`config.mk`:
```
export PLATFORM = sky130hd
export DESIGN_NAME = program_loader
export DESIGN_NICKNAME = d
export VERILOG_FILES = /design/src/rtl/mc_pkg.sv /design/src/rtl/byte_packer.sv /design/src/rtl/program_loader.sv
export SDC_FILE = /design/constraint.sdc
export NUM_CORES = 1
export LEC_CHECK = 0
export BUFFER_PORTS_ARGS = -buffer_cell sky130_fd_sc_hd__buf_2
export CAP_MARGIN = 15
export CORE_ASPECT_RATIO = 1.2
export CORE_MARGIN = 1
export CORE_UTILIZATION = 50
export CTS_CLUSTER_SIZE = 14
export DETAILED_ROUTE_END_ITERATION = 10
export PLACE_DENSITY = 0.72
export SYNTH_ARGS = -nofsm -noshare
export SYNTH_HDL_FRONTEND = slang
export SYNTH_SLANG_ARGS = --single-unit
```
`constraint.sdc`:
```
create_clock -name clk -period 6.18 [get_ports clk]
set_input_delay 1.236 -clock clk [delete_from_list [all_inputs] [get_ports clk]]
set_output_delay 1.236 -clock clk [all_outputs]
set_load 0.01 [all_outputs]
```
`src/rtl/mc_pkg.sv`:
```
// Shared constants and FSM encoding for the multi-core processor and its program loader.
package mc_pkg;

  localparam int CORE_COUNT          = 3;
  localparam int REG_WIDTH           = 12;
  localparam int INS_WIDTH           = 8;
  localparam int INS_MEM_DEPTH       = 256;
  localparam int DATA_MEM_DEPTH      = 4096;
  localparam int DATA_MEM_WIDTH      = REG_WIDTH * CORE_COUNT;
  localparam int INS_MEM_ADDR_WIDTH  = $clog2(INS_MEM_DEPTH);
  localparam int DATA_MEM_ADDR_WIDTH = $clog2(DATA_MEM_DEPTH);

  // Bytes per data word on the wire; the surplus top bits of the first byte are dropped.
  localparam int BPW = (DATA_MEM_WIDTH + 7) / 8;

  // Header fields are 16-bit big-endian counts.
  localparam int HDR_FIELD_BYTES = 2;
  localparam int HDR_FIELD_WIDTH = 16;

  typedef enum logic [2:0] {
    ST_HDR,
    ST_LD_INS,
    ST_LD_DAT,
    ST_START,
    ST_RUN,
    ST_ERR
  } loader_state_e;

endpackage

```
`src/rtl/byte_packer.sv`:
```
// Assembles NBYTES big-endian bytes into one word, keeping only the low OUT_WIDTH bits.
// word_valid_o / word_o are combinational and valid in the cycle of the completing byte.
module byte_packer #(
  parameter int NBYTES    = 5,
  parameter int OUT_WIDTH = 36
) (
  input  logic                 clk,
  input  logic                 rstN,
  input  logic                 clr_i,
  input  logic                 byte_valid_i,
  input  logic [7:0]           byte_i,
  output logic                 word_valid_o,
  output logic [OUT_WIDTH-1:0] word_o
);

  localparam int CNT_W = (NBYTES > 1) ? $clog2(NBYTES) : 1;
  localparam logic [CNT_W-1:0] LAST_IDX = CNT_W'(NBYTES - 1);

  // Only OUT_WIDTH-8 bits of history are needed: anything older falls off the top,
  // which is exactly the truncation of the over-wide wire word.
  logic [OUT_WIDTH-9:0] shift_q, shift_d;
  logic [CNT_W-1:0]     cnt_q, cnt_d;

  assign word_o       = {shift_q, byte_i};
  assign word_valid_o = byte_valid_i && (cnt_q == LAST_IDX);

  // Next-state: shift in each byte, restart the byte count after a full word or on clear.
  always_comb begin
    // NOTE: every variable gets its default first so no path leaves it unassigned (no latch).
    shift_d = shift_q;
    cnt_d   = cnt_q;
    if (clr_i) begin
      shift_d = '0;
      cnt_d   = '0;
    end else if (byte_valid_i) begin
      shift_d = word_o[OUT_WIDTH-9:0];
      cnt_d   = word_valid_o ? '0 : cnt_q + CNT_W'(1);
    end
  end

  // State registers.
  always_ff @(posedge clk or negedge rstN) begin
    if (!rstN) begin
      // NOTE: sequential state uses non-blocking assignments so all flops update together.
      shift_q <= '0;
      cnt_q   <= '0;
    end else begin
      shift_q <= shift_d;
      cnt_q   <= cnt_d;
    end
  end

endmodule

```
`src/rtl/program_loader.sv`:
```
// Loads instruction and data memory from a framed byte stream, then starts the
// processor and waits for it to finish. Owns the memory write ports while memSel=1.
module program_loader
  import mc_pkg::*;
#(
  parameter int CORE_COUNT     = mc_pkg::CORE_COUNT,
  parameter int REG_WIDTH      = mc_pkg::REG_WIDTH,
  parameter int INS_WIDTH      = mc_pkg::INS_WIDTH,
  parameter int INS_MEM_DEPTH  = mc_pkg::INS_MEM_DEPTH,
  parameter int DATA_MEM_DEPTH = mc_pkg::DATA_MEM_DEPTH,
  localparam int DMW = REG_WIDTH * CORE_COUNT,
  localparam int IAW = $clog2(INS_MEM_DEPTH),
  localparam int DAW = $clog2(DATA_MEM_DEPTH)
) (
  input  logic                 clk,
  input  logic                 rstN,
  input  logic [7:0]           rxData,
  input  logic                 rxValid,
  input  logic                 procDone,
  output logic                 insWrEn,
  output logic [IAW-1:0]       insWrAddr,
  output logic [INS_WIDTH-1:0] insWrData,
  output logic                 dataWrEn,
  output logic [DAW-1:0]       dataWrAddr,
  output logic [DMW-1:0]       dataWrData,
  output logic                 memSel,
  output logic                 procStartN,
  output logic                 busy,
  output logic                 finished,
  output logic                 error
);

  localparam int BYTES_PER_WORD = (DMW + 7) / 8;

  loader_state_e state_q, state_d;

  logic [HDR_FIELD_WIDTH-1:0] ni_q, ni_d;
  logic [HDR_FIELD_WIDTH-1:0] nd_q, nd_d;
  logic                       hdr_idx_q, hdr_idx_d;
  logic [IAW:0]               ins_cnt_q, ins_cnt_d;
  logic [DAW:0]               dat_cnt_q, dat_cnt_d;

  logic                 ins_we_q, ins_we_d;
  logic [IAW-1:0]       ins_addr_q, ins_addr_d;
  logic [INS_WIDTH-1:0] ins_data_q, ins_data_d;
  logic                 dat_we_q, dat_we_d;
  logic [DAW-1:0]       dat_addr_q, dat_addr_d;
  logic [DMW-1:0]       dat_data_q, dat_data_d;
  logic                 mem_sel_q, mem_sel_d;
  logic                 start_n_q, start_n_d;
  logic                 busy_q, busy_d;
  logic                 finished_q, finished_d;
  logic                 error_q, error_d;

  logic                       hdr_word_valid;
  logic [HDR_FIELD_WIDTH-1:0] hdr_word;
  logic                       dat_word_valid;
  logic [DMW-1:0]             dat_word;

  // Packers are held clear outside their own state, so each state entry starts from byte 0.
  byte_packer #(.NBYTES(HDR_FIELD_BYTES), .OUT_WIDTH(HDR_FIELD_WIDTH)) u_hdr_packer (
    .clk          (clk),
    .rstN         (rstN),
    .clr_i        (state_q != ST_HDR),
    .byte_valid_i (rxValid && (state_q == ST_HDR)),
    .byte_i       (rxData),
    .word_valid_o (hdr_word_valid),
    .word_o       (hdr_word)
  );

  byte_packer #(.NBYTES(BYTES_PER_WORD), .OUT_WIDTH(DMW)) u_dat_packer (
    .clk          (clk),
    .rstN         (rstN),
    .clr_i        (state_q != ST_LD_DAT),
    .byte_valid_i (rxValid && (state_q == ST_LD_DAT)),
    .byte_i       (rxData),
    .word_valid_o (dat_word_valid),
    .word_o       (dat_word)
  );

  // Frame FSM: next state and registered outputs.
  always_comb begin
    state_d    = state_q;
    ni_d       = ni_q;
    nd_d       = nd_q;
    hdr_idx_d  = (state_q == ST_HDR) ? hdr_idx_q : 1'b0;
    ins_cnt_d  = ins_cnt_q;
    dat_cnt_d  = dat_cnt_q;
    ins_we_d   = 1'b0;
    ins_addr_d = ins_addr_q;
    ins_data_d = ins_data_q;
    dat_we_d   = 1'b0;
    dat_addr_d = dat_addr_q;
    dat_data_d = dat_data_q;
    mem_sel_d  = mem_sel_q;
    start_n_d  = 1'b1;
    busy_d     = busy_q;
    finished_d = 1'b0;
    error_d    = error_q;

    unique case (state_q)
      ST_HDR: begin
        if (rxValid) busy_d = 1'b1;
        if (hdr_word_valid) begin
          if (!hdr_idx_q) begin
            ni_d      = hdr_word;
            hdr_idx_d = 1'b1;
          end else begin
            nd_d      = hdr_word;
            hdr_idx_d = 1'b0;
            ins_cnt_d = '0;
            dat_cnt_d = '0;
            if (ni_q > HDR_FIELD_WIDTH'(INS_MEM_DEPTH) ||
                hdr_word > HDR_FIELD_WIDTH'(DATA_MEM_DEPTH)) begin
              state_d = ST_ERR;
              error_d = 1'b1;
              busy_d  = 1'b0;
            end else if (ni_q != '0) begin
              state_d = ST_LD_INS;
            end else if (hdr_word != '0) begin
              state_d = ST_LD_DAT;
            end else begin
              state_d = ST_START;
            end
          end
        end
      end

      ST_LD_INS: begin
        if (rxValid) begin
          ins_we_d   = 1'b1;
          ins_addr_d = ins_cnt_q[IAW-1:0];
          ins_data_d = rxData[INS_WIDTH-1:0];
          ins_cnt_d  = ins_cnt_q + (IAW+1)'(1);
          // The count is bounded by the header check, so the address never wraps.
          if (HDR_FIELD_WIDTH'(ins_cnt_q) + HDR_FIELD_WIDTH'(1) == ni_q)
            state_d = (nd_q != '0) ? ST_LD_DAT : ST_START;
        end
      end

      ST_LD_DAT: begin
        if (dat_word_valid) begin
          dat_we_d   = 1'b1;
          dat_addr_d = dat_cnt_q[DAW-1:0];
          dat_data_d = dat_word;
          dat_cnt_d  = dat_cnt_q + (DAW+1)'(1);
          if (HDR_FIELD_WIDTH'(dat_cnt_q) + HDR_FIELD_WIDTH'(1) == nd_q)
            state_d = ST_START;
        end
      end

      // The last load write lands during START, so the hand-over happens one cycle later.
      ST_START: begin
        mem_sel_d = 1'b0;
        start_n_d = 1'b0;
        state_d   = ST_RUN;
      end

      ST_RUN: begin
        if (procDone) begin
          finished_d = 1'b1;
          mem_sel_d  = 1'b1;
          busy_d     = 1'b0;
          state_d    = ST_HDR;
        end
      end

      ST_ERR: begin
        error_d   = 1'b1;
        mem_sel_d = 1'b1;
        busy_d    = 1'b0;
      end

      default: state_d = ST_HDR;
    endcase
  end

  // State and output registers.
  always_ff @(posedge clk or negedge rstN) begin
    if (!rstN) begin
      state_q    <= ST_HDR;
      ni_q       <= '0;
      nd_q       <= '0;
      hdr_idx_q  <= 1'b0;
      ins_cnt_q  <= '0;
      dat_cnt_q  <= '0;
      ins_we_q   <= 1'b0;
      ins_addr_q <= '0;
      ins_data_q <= '0;
      dat_we_q   <= 1'b0;
      dat_addr_q <= '0;
      dat_data_q <= '0;
      mem_sel_q  <= 1'b1;
      start_n_q  <= 1'b1;
      busy_q     <= 1'b0;
      finished_q <= 1'b0;
      error_q    <= 1'b0;
    end else begin
      state_q    <= state_d;
      ni_q       <= ni_d;
      nd_q       <= nd_d;
      hdr_idx_q  <= hdr_idx_d;
      ins_cnt_q  <= ins_cnt_d;
      dat_cnt_q  <= dat_cnt_d;
      ins_we_q   <= ins_we_d;
      ins_addr_q <= ins_addr_d;
      ins_data_q <= ins_data_d;
      dat_we_q   <= dat_we_d;
      dat_addr_q <= dat_addr_d;
      dat_data_q <= dat_data_d;
      mem_sel_q  <= mem_sel_d;
      start_n_q  <= start_n_d;
      busy_q     <= busy_d;
      finished_q <= finished_d;
      error_q    <= error_d;
    end
  end

  assign insWrEn    = ins_we_q;
  assign insWrAddr  = ins_addr_q;
  assign insWrData  = ins_data_q;
  assign dataWrEn   = dat_we_q;
  assign dataWrAddr = dat_addr_q;
  assign dataWrData = dat_data_q;
  assign memSel     = mem_sel_q;
  assign procStartN = start_n_q;
  assign busy       = busy_q;
  assign finished   = finished_q;
  assign error      = error_q;

endmodule
```
Word level (Yosys, flattened, before mapping). Index checks and enable logic that the tools add are counted.

Register bits: 169. Input bits: 12. Output and inout bits: 71. Word-level logic and storage cells: 128.

Add/sub/neg operators: 6. Order comparisons: 2. Equal/unequal tests: 17. Muxes and demuxes: 53. Bitwise gates (word level): 2. Reduce and logical (&&, ||, !) cells: 27.

Operators with widths (count): two-way mux 28 bit (2); nonzero test 16 bit (3); two-way mux 13 bit (3); two-way mux 3 bit (11); two-way mux 9 bit (3); one-hot mux 13 bit (2 select lines) (1); two-way mux 1 bit (25); one-hot mux 3 bit (6 select lines) (1); one-hot mux 9 bit (2 select lines) (1); == test 10 x 16 -> 1 bit (1); == test 14 x 16 -> 1 bit (1); greater-than comparator 16 x 13 -> 1 bit, second input constant (1); greater-than comparator 16 x 9 -> 1 bit, second input constant (1); two-way mux 8 bit (2); adder 13 x 1 -> 14 bit, second input constant (1); adder 13 x 1 -> 13 bit, second input constant (1); AND reduction 4 bit (3); adder 9 x 1 -> 10 bit, second input constant (1); nonzero test 2 bit (5); adder 9 x 1 -> 9 bit, second input constant (1); == test 3 bit, second input constant (3); nonzero test 3 bit (3); != test 2 x 1 -> 1 bit, second input constant (4); != test 2 bit, second input constant (4); other kinds (15) (25).

Depth between registers and ports, before layout. Gate-level depths: netlist of run 1.

Depth in word-level cells: 7. Gate-level depth with buffers: 10. Depth with buffers taken out: 9.

Hierarchy. A second synthesis of run 1 with hierarchy kept.

Cell total of the unflattened synthesis: 787. Area total of the unflattened synthesis: 7741.2 µm².

By module, submodules not included: program_loader (times used 1, cells an instance 633, area each 5901.9 µm², seq. area each 3230.6 µm²); byte_packer at u_dat_packer (times used 1, cells an instance 116, area each 1408.9 µm², seq. area each 775.7 µm²); byte_packer at u_hdr_packer (times used 1, cells an instance 38, area each 430.4 µm², seq. area each 225.2 µm²).

Least setup slack after synthesis of run 1. Ideal clock, no wire load.

Kind: in2reg. Start: input port rxValid. End: register nd_q[7]. Setup time: 0.125 ns. Data arrival time: 2.874 ns. Required time: 6.055 ns. Setup slack: 3.181 ns. Stages: 6. Path buffers: 3. Path through: clkbuf_1 > nor4b_1 > and3_1 > buf_2 > buf_1 > mux2_2.

Longest elaborated chain between the ends: 3.

Ends and longest elaborated chain: start, declared (RTL line program_loader.sv:18) `input logic rxValid,`; logical AND 1 bit (RTL line program_loader.sv:65) `.byte_valid_i (rxValid && (state_q == ST_HDR)),`; logical AND 1 bit (RTL line byte_packer.sv:25) `assign word_valid_o = byte_valid_i && (cnt_q == LAST_IDX);`; AND reduction 3 bit (no source line); end signal, assigned (RTL line program_loader.sv:201) `nd_q <= nd_d;`; end, declared (RTL line program_loader.sv:38) `logic [HDR_FIELD_WIDTH-1:0] nd_q, nd_d;`.

Every way passes these cells. A chain may end at the register's enable or synchronous reset.

Worst setup path in the final report of run 1.
Start: input port rxValid. End: register state_q[0].

Longest elaborated chain between the ends: 4. Elaborated cells on any way between the ends: 8. Classes of those cells: eq/ne: 3; reduce/logical: 5.

Ends and longest elaborated chain: logical AND 1 bit (on tied branches) (RTL line program_loader.sv:75, program_loader.sv:65); logical AND 1 bit (RTL line byte_packer.sv:25); != test 2 x 1 -> 1 bit (no source line); AND reduction 8 bit (no source line) (*); end signal, assigned (RTL line program_loader.sv:199) `state_q <= state_d;`; end, declared (RTL line program_loader.sv:35) `loader_state_e state_q, state_d;`.

Every way passes the cells marked *; elsewhere a longest branch is shown, timed or not.

==> implementation parameters, run 1 <==
Parameter                              Value

Worst hold path
  Hold Crit Endpoint ... error
  Worst hold path class ... reg2reg
  Startpoint of the worst hold path ... error
  Worst hold stages ... 1

Synthesis
  Post-synthesis sequential area ratio ... 55.02%
  Cell types occupying the most area after synthesis ... dfrtp_1, nand2_1, mux2_2
  Synthesized Nets ... 813
  Proportion of netlist area held by the largest area contributor ... 54.34%
  Number of storage elements in the synthesis netlist ... 169
  Number of unique standard cell types used by synthesis ... 57
  Summed instance area of the synthesized netlist ... 7691 sq um
  Average cell area after synthesis ... 9.650 sq um
  Ys async rst share ... 100.0%
  Syn Inst Count ... 797
  Cell accounting for the most synthesized area ... dfrtp_1
  Synthesis warning total ... 0
  Most instantiated flip-flop cell in the synthesis netlist ... dfrtp_1
  Number of flops mapped to enable cells by yosys ... 0

STA
  Total of endpoints with negative setup slack in the final report ... 0
  Number of max-slew violations in the final report ... 0
  Slew at the pin with the worst max-slew slack ... 0.9257 ns
  Fin Setup TNS ... 0 ns
  Hold Violations, Final ... 0
  Post-route fraction of the period consumed by the critical path ... 60.73%
  Setup repair after global routing missed its margin ... false
  Final period demand of the worst path ... 3.753 ns
  Worst Setup Slack, final ... 2.427 ns
  Worst slew slack as a fraction of its limit ... 38.29%
  Highest clock frequency the design can meet ... 266.5 MHz
  Fin Clk Skew ... 0.006955 ns
  Min Hold Slack ... 0.4624 ns

Setup path
  Arrival time at the worst endpoint ... 4.09 ns
  Critical Path End Type ... flip-flop
  Data required, critical path ... 6.52 ns
  Worst Path Class, Setup ... in2reg
  Buf+Inv Stages, Crit Path ... 4
  Critical path startpoint category ... primary input
  Largest incremental delay on the critical path ... 0.51 ns
  Minimum setup slack among reg-to-reg paths ... 3.01 ns
  Family with the most delay on the worst path ... buffers and inverters
  Worst reg2reg path startpoint ... state_q[0]
  Crit Path Max Fanout ... 64
  Beginning of the critical path ... rxValid
  Destination of the worst register-to-register timing path ... dat_cnt_q[10]
  Crit-path most repeated cell ... buf_4
  Ordered cell list for the critical path ... buf_2 > buf_4 > nand2b_1 > or3_2 > buf_4 > inv_2 > nand4_1 > nor4b_1 > a31oi_1 > a211oi_1
  Slowest stage cell, crit path ... buf_4
  Reg2reg path depth ... 8

GRT
  M1 GR Usage ... 32.51%
  Number of global-route vias before repair ... 5592
  Wire length of the first global-routing pass ... 28.70 mm
  Antenna violations before repair ... 0
  Combined global-route utilization of all metal layers ... 23.59%
  Met3 Track Usage GR ... 4.502%
  Largest net degree at the start of global routing ... 104
  Total grt overflow ... 0
  Met2 capacity usage during global routing ... 37.01%
  Grt peak-use layer ... met2

Routing
  Number of nets with antenna violations after routing ... 0
  1st-pass router iterations ... 5
  Routed wire per std cell ... 15.96 um
  Total via count after detailed routing ... 5834
  DRC marker count from the first detailed-route iteration ... 526
  DRC viols ... 0
  Wire length reported by the detailed router ... 17.08 mm
  Via density per instance ... 5.452

Pwr
  Post-layout total power ... 3.276 mW
  Worst ir drop on vdd ... 0.2606 mV
  Leakage power ... 4.350 nW
  Power density over the cells ... 373.1 nW/um^2

Job
  Max Cap Violations ... 0

Layout
  Layout Utilization ... 58.46%
  Layout Cell Area excl Fill ... 8781 sq um
  Synth-to-Final Area Change ... 14.17%
  Count of filler cells inserted in the layout ... 1323
  Non-filler cells, final ... 1070
  Number of nets at the end of the flow ... 869
  Layout cell share with drive strength beyond 1 ... 18.59%
  Ant diodes ... 0

Placed design
  Estimated wirelength of the detail-placed design ... 11.24 mm
  Buffers on Ports ... 82
  Final Wtd Congestion ... 0.8325
  Area post-placement ... 8208 sq um
  Total placed cells including tap cells ... 1038
  Post-place setup slack ... 2.023 ns

Clock network
  Worst skew pair latency ... 0.43 ns
  TritonCTS clock tree ... done
  CTS Buf Count ... 17
  Setup Buffers After CTS ... 0
  Number of levels the H-tree was split into ... 4
  Clock Path Buffers ... 2
  Post-CTS Resized ... 0
  Post-CTS Hold Fix Bufs ... 0
  CTS Root Buffer Type ... clkbuf_16
  Clk sink count ... 169
  Clock-pin transition on the worst setup and hold timing paths ... 0.06 ns

Outcome
  Run status ... finished clean

Floorplanning
  Die extent in y ... 137.9 um
  Standard-cell row count ... 49
  Die Footprint ... 15880 sq um
  Ports ... 83
  Die X ... 115.2 um
  Area inside the core boundary ... 15020 sq um
  Initial core utilization ... 51.20%
worst max path at each step:
stage | endpoint | slack (ns) | depth (start not counted)
after floorplan | nd_q[7] | 3.18 | 6
after global placement | dat_cnt_q[11] | 2.08 | 10
after detailed placement | state_q[0] | 2.02 | 10
after CTS | state_q[0] | 2.47 | 10
after global routing | dat_cnt_q[10] | 2.18 | 9
final | state_q[0] | 2.43 | 10
power by group:
part           switching (mW)  internal [mW]
Sequential              0.227           1.29
Combinational           0.387          0.341
Clock                   0.448          0.583
final cells by class:
type / instances / area, sq um / area share (%)
inverters: 7 / 26.28 / 0.2992
flip-flops and latches: 169 / 4232 / 48.19
multi-input cells: 572 / 3248 / 36.99
clock buffers: 21 / 460.4 / 5.244
well taps: 204 / 255.2 / 2.907
repair buffers: 86 / 446.7 / 5.087
clock inverters: 11 / 112.6 / 1.282
synthesized netlist by cell type, types with 15 or more instances:
master	count
nand2b_1	20
o21ai_0	35
nor2_1	48
nand2_1	223
xnor2_1	26
a21oi_1	33
dfrtp_1	167
clkbuf_1	40
nand3_1	15
mux2i_1	21
mux2_2	32
cell usage in the layout (no fill, tap or decap), types with 3 or more instances in the layout:
cell,synthesis,final
nor4b_1,3,3
xor2_1,9,9
mux2i_1,21,21
nand4_1,8,8
a31oi_1,6,6
clkbuf_16,0,17
a21o_1,3,3
nor4_1,10,10
nand2_1,223,223
and3_1,6,6
nor2_1,48,48
o31ai_1,10,10
nor2b_1,3,3
nor3_1,7,7
mux2_2,32,32
buf_4,0,4
o21bai_1,3,3
o21ai_0,35,35
nand2b_1,20,20
nand3_1,15,15
xnor2_1,26,26
inv_1,6,6
dfrtp_1,167,167
or2_2,3,3
or3_1,4,3
ha_1,4,4
or4_1,4,4
buf_2,2,81
a21oi_1,33,33
nand3b_1,3,3
a211oi_1,4,4
per-layer routing:
metal | share of wire, % | wire length [um] | vias up
li1 | - | - | 2811
met1 | 46 | 7900 | 2838
met2 | 47 | 8065 | 158
met3 | 4.6 | 778 | 27
met4 | 1.9 | 330 | 0
met5 | 0 | 0 | -
cells by family (layout without fill, tap and decap cells):
logic type	after synthesis	after routing	synth area share (%)
xor gates and xnor gates	35	35	3.986
muxes	53	53	7.418
DFF	169	169	55.02
AOI/OAI and AO/OA	114	114	9.110
buffers and inverters	56	125	2.766
adders and majority gates	4	4	0.6507
and+or+nand+nor	366	366	21.05
registers in the layout, indices dropped and copies added, names as in the netlist, 9 cells and up:
signal	flops
ins_cnt_q	9
ni_q	16
nd_q	16
dataWrData	36
dataWrAddr	12
dat_cnt_q	13
u_dat_packer.shift_q	28
worst reg2reg max path, stage by stage, from the launching register on:
cell and delay [ns]:
dfrtp_1 0.63, inv_1 0.23, nand2_1 0.21, or3_2 0.15
buf_4 0.52, inv_2 0.37, nor2_1 0.64, o21ai_0 0.21
o21ai_0 0.13
(Power assumes the default switching activity.)
==> run 2: changes to the inputs <==
PLACE_DENSITY = 0.74   (was 0.72)
clock period = 3.2 ns   (was 6.18 ns; I/O delays follow)
==> run 2 against run 1 <==
- first-iteration DRC count shrank 9.9%
- critical path depth is 2 lower
- combinational power increased by 98%
- global-route usage grew 0.21 points
- sequential power rose by 93%
- hold slack got worse by 0.26 ns
- clock-buffer cell count decreased by 1
- core utilization grew 0.52 points
- design area increased by 0.88%
- die area did not move
- highest routed layer unchanged
- clock power increased by 98%
==> implementation parameters, run 2 (same netlist as run 1, synthesis figures left out) <==
Parameter                              Value

Outcome
  Run status ... finished clean

Floorplanning
  Die extent in y ... 137.9 um (unchanged)
  Initial core utilization ... 51.20% (unchanged)
  Area inside the core boundary ... 15020 sq um (unchanged)
  Standard-cell row count ... 49 (unchanged)
  Die Footprint ... 15880 sq um (unchanged)
  Ports ... 83 (unchanged)
  Die X ... 115.2 um (unchanged)

STA
  Fin Clk Skew ... 0.008788 ns (+0.001833 ns)
  Final period demand of the worst path ... 2.781 ns
  Setup repair after global routing missed its margin ... false
  Slew at the pin with the worst max-slew slack ... 0.8188 ns (-0.1069 ns)
  Number of max-slew violations in the final report ... 0 (unchanged)
  Worst Setup Slack, final ... 0.4187 ns (-2.008 ns)
  Total of endpoints with negative setup slack in the final report ... 0 (unchanged)
  Hold Violations, Final ... 0 (unchanged)
  Post-route fraction of the period consumed by the critical path ... 86.91%
  Worst slew slack as a fraction of its limit ... 45.25% (+7.0 points)
  Fin Setup TNS ... 0 ns (unchanged)
  Highest clock frequency the design can meet ... 359.5 MHz
  Min Hold Slack ... 0.2019 ns (-0.2605 ns)

Setup path
  Arrival time at the worst endpoint ... 3.13 ns (-0.96 ns)
  Worst Path Class, Setup ... reg2reg
  Data required, critical path ... 3.55 ns (-2.97 ns)
  Crit Path Max Fanout ... 9 (-86%)
  Critical Path End Type ... flip-flop
  Critical path startpoint category ... flip-flop

Placed design
  Total placed cells including tap cells ... 1044 (+0.58%)
  Estimated wirelength of the detail-placed design ... 12.05 mm (+7.2%)
  Post-place setup slack ... 0.5104 ns (-1.513 ns)
  Buffers on Ports ... 82 (unchanged)
  Final Wtd Congestion ... 0.8606 (+3.4%)

GRT
  Wire length of the first global-routing pass ... 28.46 mm (-0.84%)
  Total grt overflow ... 0 (unchanged)
  Grt peak-use layer ... met2
  Combined global-route utilization of all metal layers ... 23.80% (+0.21 points)
  Antenna violations before repair ... 1 (+1)
  M1 GR Usage ... 33.04% (+0.53 points)
  Number of global-route vias before repair ... 5490 (-1.8%)
  Largest net degree at the start of global routing ... 69 (-34%)
  Met3 Track Usage GR ... 5.551% (+1.0 points)
  Met2 capacity usage during global routing ... 36.04% (-0.97 points)

Clock network
  CTS Root Buffer Type ... clkbuf_16
  Clock Path Buffers ... 2 (unchanged)
  Post-CTS Hold Fix Bufs ... 0 (unchanged)
  Clock-pin transition on the worst setup and hold timing paths ... 0.06 ns (about the same)
  Clk sink count ... 169 (unchanged)
  Number of levels the H-tree was split into ... 4 (unchanged)
  TritonCTS clock tree ... done
  Post-CTS Resized ... 0 (unchanged)
  Setup Buffers After CTS ... 0 (unchanged)
  Worst skew pair latency ... 0.44 ns (about the same)
  CTS Buf Count ... 17 (unchanged)

Layout
  Commonest cells after routing, fill and taps aside ... nand2_1, dfrtp_1, buf_2
  Number of nets at the end of the flow ... 875 (+0.69%)
  Non-filler cells, final ... 1077 (+0.65%)
  Commonest non-fill, non-tap cell in the layout ... nand2_1
  Synth-to-Final Area Change ... 15.18%
  Layout cell share with drive strength beyond 1 ... 19.27% (+0.67 points)
  Flip-flop count of the largest register after layout ... 36 (unchanged)

Routing
  1st-pass router iterations ... 5 (unchanged)
  Wire length reported by the detailed router ... 17.55 mm (+2.8%)
  Total via count after detailed routing ... 5927 (+1.6%)
  Via density per instance ... 5.503 (+0.93%)
  DRC marker count from the first detailed-route iteration ... 474 (-9.9%)
  DRC viols ... 0 (unchanged)
  Number of nets with antenna violations after routing ... 0 (unchanged)
  Routed wire per std cell ... 16.30 um (+2.1%)

Pwr
  Post-layout total power ... 6.405 mW (+96%)
  Leakage power ... 4.384 nW (+0.78%)
  Worst ir drop on vdd ... 0.5162 mV (+98%)
  Power density over the cells ... 723.1 nW/um^2 (+94%)

Worst hold path
  Worst hold path class ... in2async

Job
  Max Cap Violations ... 0 (unchanged)
## run 2: worst paths after layout
path	slack, ns	endpoint	start	cells after the start
max	0.42	state_q[0]	dat_cnt_q[0]	8
min	0.20	dataWrData[34]	rstN	1
max reg2reg	0.42	state_q[0]	dat_cnt_q[0]	8
min reg2reg	0.47	dataWrData[27]	dataWrData[27]	2
max in group asynchronous	2.21	memSel	rstN	2
min in group clk	0.47	dataWrData[27]	dataWrData[27]	2
## run 2: cell type report
type,instances,area [sq um]
repair buffers,92,504.2
clock inverters,12,133.9
well taps,204,255.2
multi-input cells,572,3248
fillers,1312,6162
clock buffers,20,456.7
flip-flops and latches,169,4232
diodes,1,2.502
inverters,7,26.28
## run 2: through the flow
stage | instance area, sq um | util [%]
3_5_place_dp | 8265 | 55.03
3_3_place_gp | 8265 | 55.03
2_1_floorplan | 7691 | -
4_1_cts | 8856 | 58.96
6_report | 8859 | 58.98
5_1_grt | 8859 | 58.98
## run 2: where the power goes
group / internal, mW / switching [mW]
Clock: 1.14 / 0.898
Combinational: 0.669 / 0.768
Sequential: 2.49 / 0.442
Total: 4.30 / 2.11
## run 2: worst max-delay path, cell delays in order, from the launching register on
cell	delay, ns
dfrtp_1	0.48
ha_1	0.37
nand2_1	0.27
nor3_1	0.60
xnor2_1	0.18
nand3_1	0.10
nor4b_1	0.33
a31oi_1	0.15
a211oi_1	0.22
## run 2: layer usage
metal	part of all wire (%)	vias to the layer above
met3	5.3	33
li1	-	2813
met1	45	2893
met4	2.1	0
met5	0	-
met2	47	188
==> run 3: changes to the inputs <==
CAP_MARGIN = default   (was 15)
CTS_BUF_LIST = sky130_fd_sc_hd__clkbuf_16   (was default)
==> run 3 against run 2 <==
- die area unchanged
- hold slack got worse by 0.0023 ns
- via count grew 0.79%
- clock power fell by 2%
- largest power group unchanged
- combinational power hardly changed
- worst setup slack gained 0.021 ns
- cell count did not move
- power decreased by 0.76%
- critical path type unchanged
- design area is 0.23% lower
- sequential share of layout area up 0.11 points
- first-iteration DRC count is 3.4% higher
- critical path depth stayed put
- largest cell class unchanged
==> implementation parameters, run 3 (same netlist as run 1, synthesis figures left out) <==
Parameter                              Value

Layout
  Commonest non-fill, non-tap cell in the layout ... nand2_1
  Number of nets at the end of the flow ... 875 (unchanged)
  Layout cell share with drive strength beyond 1 ... 19.04% (-0.23 points)
  Flip-flop count of the largest register after layout ... 36 (unchanged)
  Commonest cells after routing, fill and taps aside ... nand2_1, dfrtp_1, buf_2
  Synth-to-Final Area Change ... 14.92%

GRT
  Wire length of the first global-routing pass ... 28.44 mm (about the same)
  Largest net degree at the start of global routing ... 69 (unchanged)
  Antenna violations before repair ... 1 (unchanged)
  Number of global-route vias before repair ... 5494 (+0.073%)
  Total grt overflow ... 0 (unchanged)
  Combined global-route utilization of all metal layers ... 23.79% (about the same)

Routing
  Wire length reported by the detailed router ... 17.62 mm (+0.40%)
  Routed wire per std cell ... 16.36 um (+0.40%)
  Number of nets with antenna violations after routing ... 0 (unchanged)
  Total via count after detailed routing ... 5974 (+0.79%)
  Via density per instance ... 5.547 (+0.79%)
  DRC marker count from the first detailed-route iteration ... 490 (+3.4%)
  DRC viols ... 0 (unchanged)
  1st-pass router iterations ... 5 (unchanged)

Floorplanning
  Die Footprint ... 15880 sq um (unchanged)
  Ports ... 83 (unchanged)
  Area inside the core boundary ... 15020 sq um (unchanged)
  Die extent in y ... 137.9 um (unchanged)
  Die X ... 115.2 um (unchanged)
  Standard-cell row count ... 49 (unchanged)
  Initial core utilization ... 51.20% (unchanged)

Placed design
  Post-place setup slack ... 0.5104 ns (unchanged)
  Final Wtd Congestion ... 0.8606 (unchanged)
  Buffers on Ports ... 82 (unchanged)
  Estimated wirelength of the detail-placed design ... 12.05 mm (unchanged)

Worst hold path
  Worst hold path class ... in2async

Clock network
  CTS Buf Count ... 17 (unchanged)
  Post-CTS Resized ... 0 (unchanged)
  Clk sink count ... 169 (unchanged)
  Clock Path Buffers ... 2 (unchanged)
  Worst skew pair latency ... 0.44 ns (about the same)
  CTS Root Buffer Type ... clkbuf_16
  Post-CTS Hold Fix Bufs ... 0 (unchanged)
  Setup Buffers After CTS ... 0 (unchanged)
  TritonCTS clock tree ... done
  Number of levels the H-tree was split into ... 4 (unchanged)
  Clock-pin transition on the worst setup and hold timing paths ... 0.06 ns (about the same)

Pwr
  Combinational share of power ... 22.6% (+0.2 points)
  Leakage power ... 4.376 nW (-0.16%)
  Sequential group share of total power ... 46.1% (+0.3 points)
  Clock Power Share ... 31.3% (-0.5 points)
  Net load switching power ... 2.111 mW (+0.15%)
  Internal power ... 4.245 mW (-1.2%)
  Post-layout total power ... 6.357 mW (-0.76%)
  Proportion of total power due to net switching ... 33.21% (+0.30 points)
  Worst ir drop on vdd ... 0.5157 mV (about the same)
  Power density over the cells ... 719.2 nW/um^2 (-0.53%)

STA
  Final period demand of the worst path ... 2.760 ns (-0.02125 ns)
  Min Hold Slack ... 0.1996 ns (-0.002305 ns)
  Post-route fraction of the period consumed by the critical path ... 86.25% (-0.66 points)
  Slew at the pin with the worst max-slew slack ... 0.8416 ns (+0.02282 ns)
  Hold Violations, Final ... 0 (unchanged)
  Fin Clk Skew ... 0.007859 ns (-0.0009296 ns)
  Fin Setup TNS ... 0 ns (unchanged)
  Worst Setup Slack, final ... 0.4400 ns (+0.02125 ns)
  Setup repair after global routing missed its margin ... false
  Worst slew slack as a fraction of its limit ... 43.72% (-1.5 points)
  Highest clock frequency the design can meet ... 362.3 MHz (+0.77%)
  Number of max-slew violations in the final report ... 0 (unchanged)
  Total of endpoints with negative setup slack in the final report ... 0 (unchanged)

Setup path
  Crit Path Max Fanout ... 9 (unchanged)
  Worst Path Class, Setup ... reg2reg
  Critical path startpoint category ... flip-flop
  Arrival time at the worst endpoint ... 3.11 ns (-0.02 ns)
  Largest incremental delay on the critical path ... 0.59 ns (about the same)
  Ordered cell list for the critical path ... ha_1 > nand2_1 > nor3_1 > xnor2_1 > nand3_1 > nor4b_1 > a31oi_1 > a211oi_1
  Data required, critical path ... 3.55 ns (about the same)
  Critical Path End Type ... flip-flop
  Slowest stage cell, crit path ... nor3_1

Job
  Max Cap Violations ... 0 (unchanged)

Outcome
  Run status ... finished clean
==> run 3: stage by stage <==
| step | instances | util [%] | instance area, sq um |
|---|---|---|---|
| 2_1_floorplan | 797 | - | 7691 |
| 3_3_place_gp | 1044 | 55.03 | 8265 |
| 3_5_place_dp | 1044 | 55.03 | 8265 |
| 4_1_cts | 1076 | 58.83 | 8836 |
| 5_1_grt | 1077 | 58.84 | 8838 |
| 6_report | 1077 | 58.84 | 8838 |
==> run 3: power groups by stage <==
stage | clock (mW) | sequential (mW) | combinational, mW
after floorplan | 0 | 2.82 | 1.08
after global placement | 0 | 2.95 | 1.41
after detailed placement | 0 | 2.96 | 1.44
after CTS | 2.02 | 2.92 | 1.44
after global routing | 2.10 | 2.98 | 1.59
final | 1.99 | 2.93 | 1.44
==> run 3: layout make-up <==
class / count / area (sq um)
Fill cell: 1313 / 6182
Sequential cell: 169 / 4232
Multi-Input combinational cell: 572 / 3248
Timing Repair Buffer: 92 / 504.2
Clock buffer: 17 / 425.4
Tap cell: 204 / 255.2
Clock inverter: 15 / 145.1
Inverter: 7 / 26.28
Antenna cell: 1 / 2.502
==> run 3: worst paths after layout <==
check	startpoint	endpoint	slack (ns)	cells after the start
worst max-delay path	dat_cnt_q[0]	state_q[0]	0.44	8
worst min-delay path	rstN	dataWrData[34]	0.20	1
worst max register to register	dat_cnt_q[0]	state_q[0]	0.44	8
worst min register to register	dataWrData[27]	dataWrData[27]	0.47	2
max in group asynchronous	rstN	memSel	2.20	2
min in group clk	dataWrData[27]	dataWrData[27]	0.47	2
==> run 3: worst max-delay path: cells and delay by family, from the launching register on <==
family / cells / cell delay (ns)
and+or+nand+nor: 4 / 1.27
AOI/OAI and AO/OA: 2 / 0.37
xor gates and xnor gates: 1 / 0.18
adders and majority gates: 1 / 0.37
DFF: 1 / 0.48
==> run 3: routing by layer <==
metal | vias to the layer above | wire (um) | GRT usage [%]
met5 | - | 0 | 0
met4 | 0 | 426 | 9.740
met3 | 40 | 1090 | 5.551
met2 | 218 | 8222 | 36.08
met1 | 2900 | 7881 | 32.98
li1 | 2816 | - | -
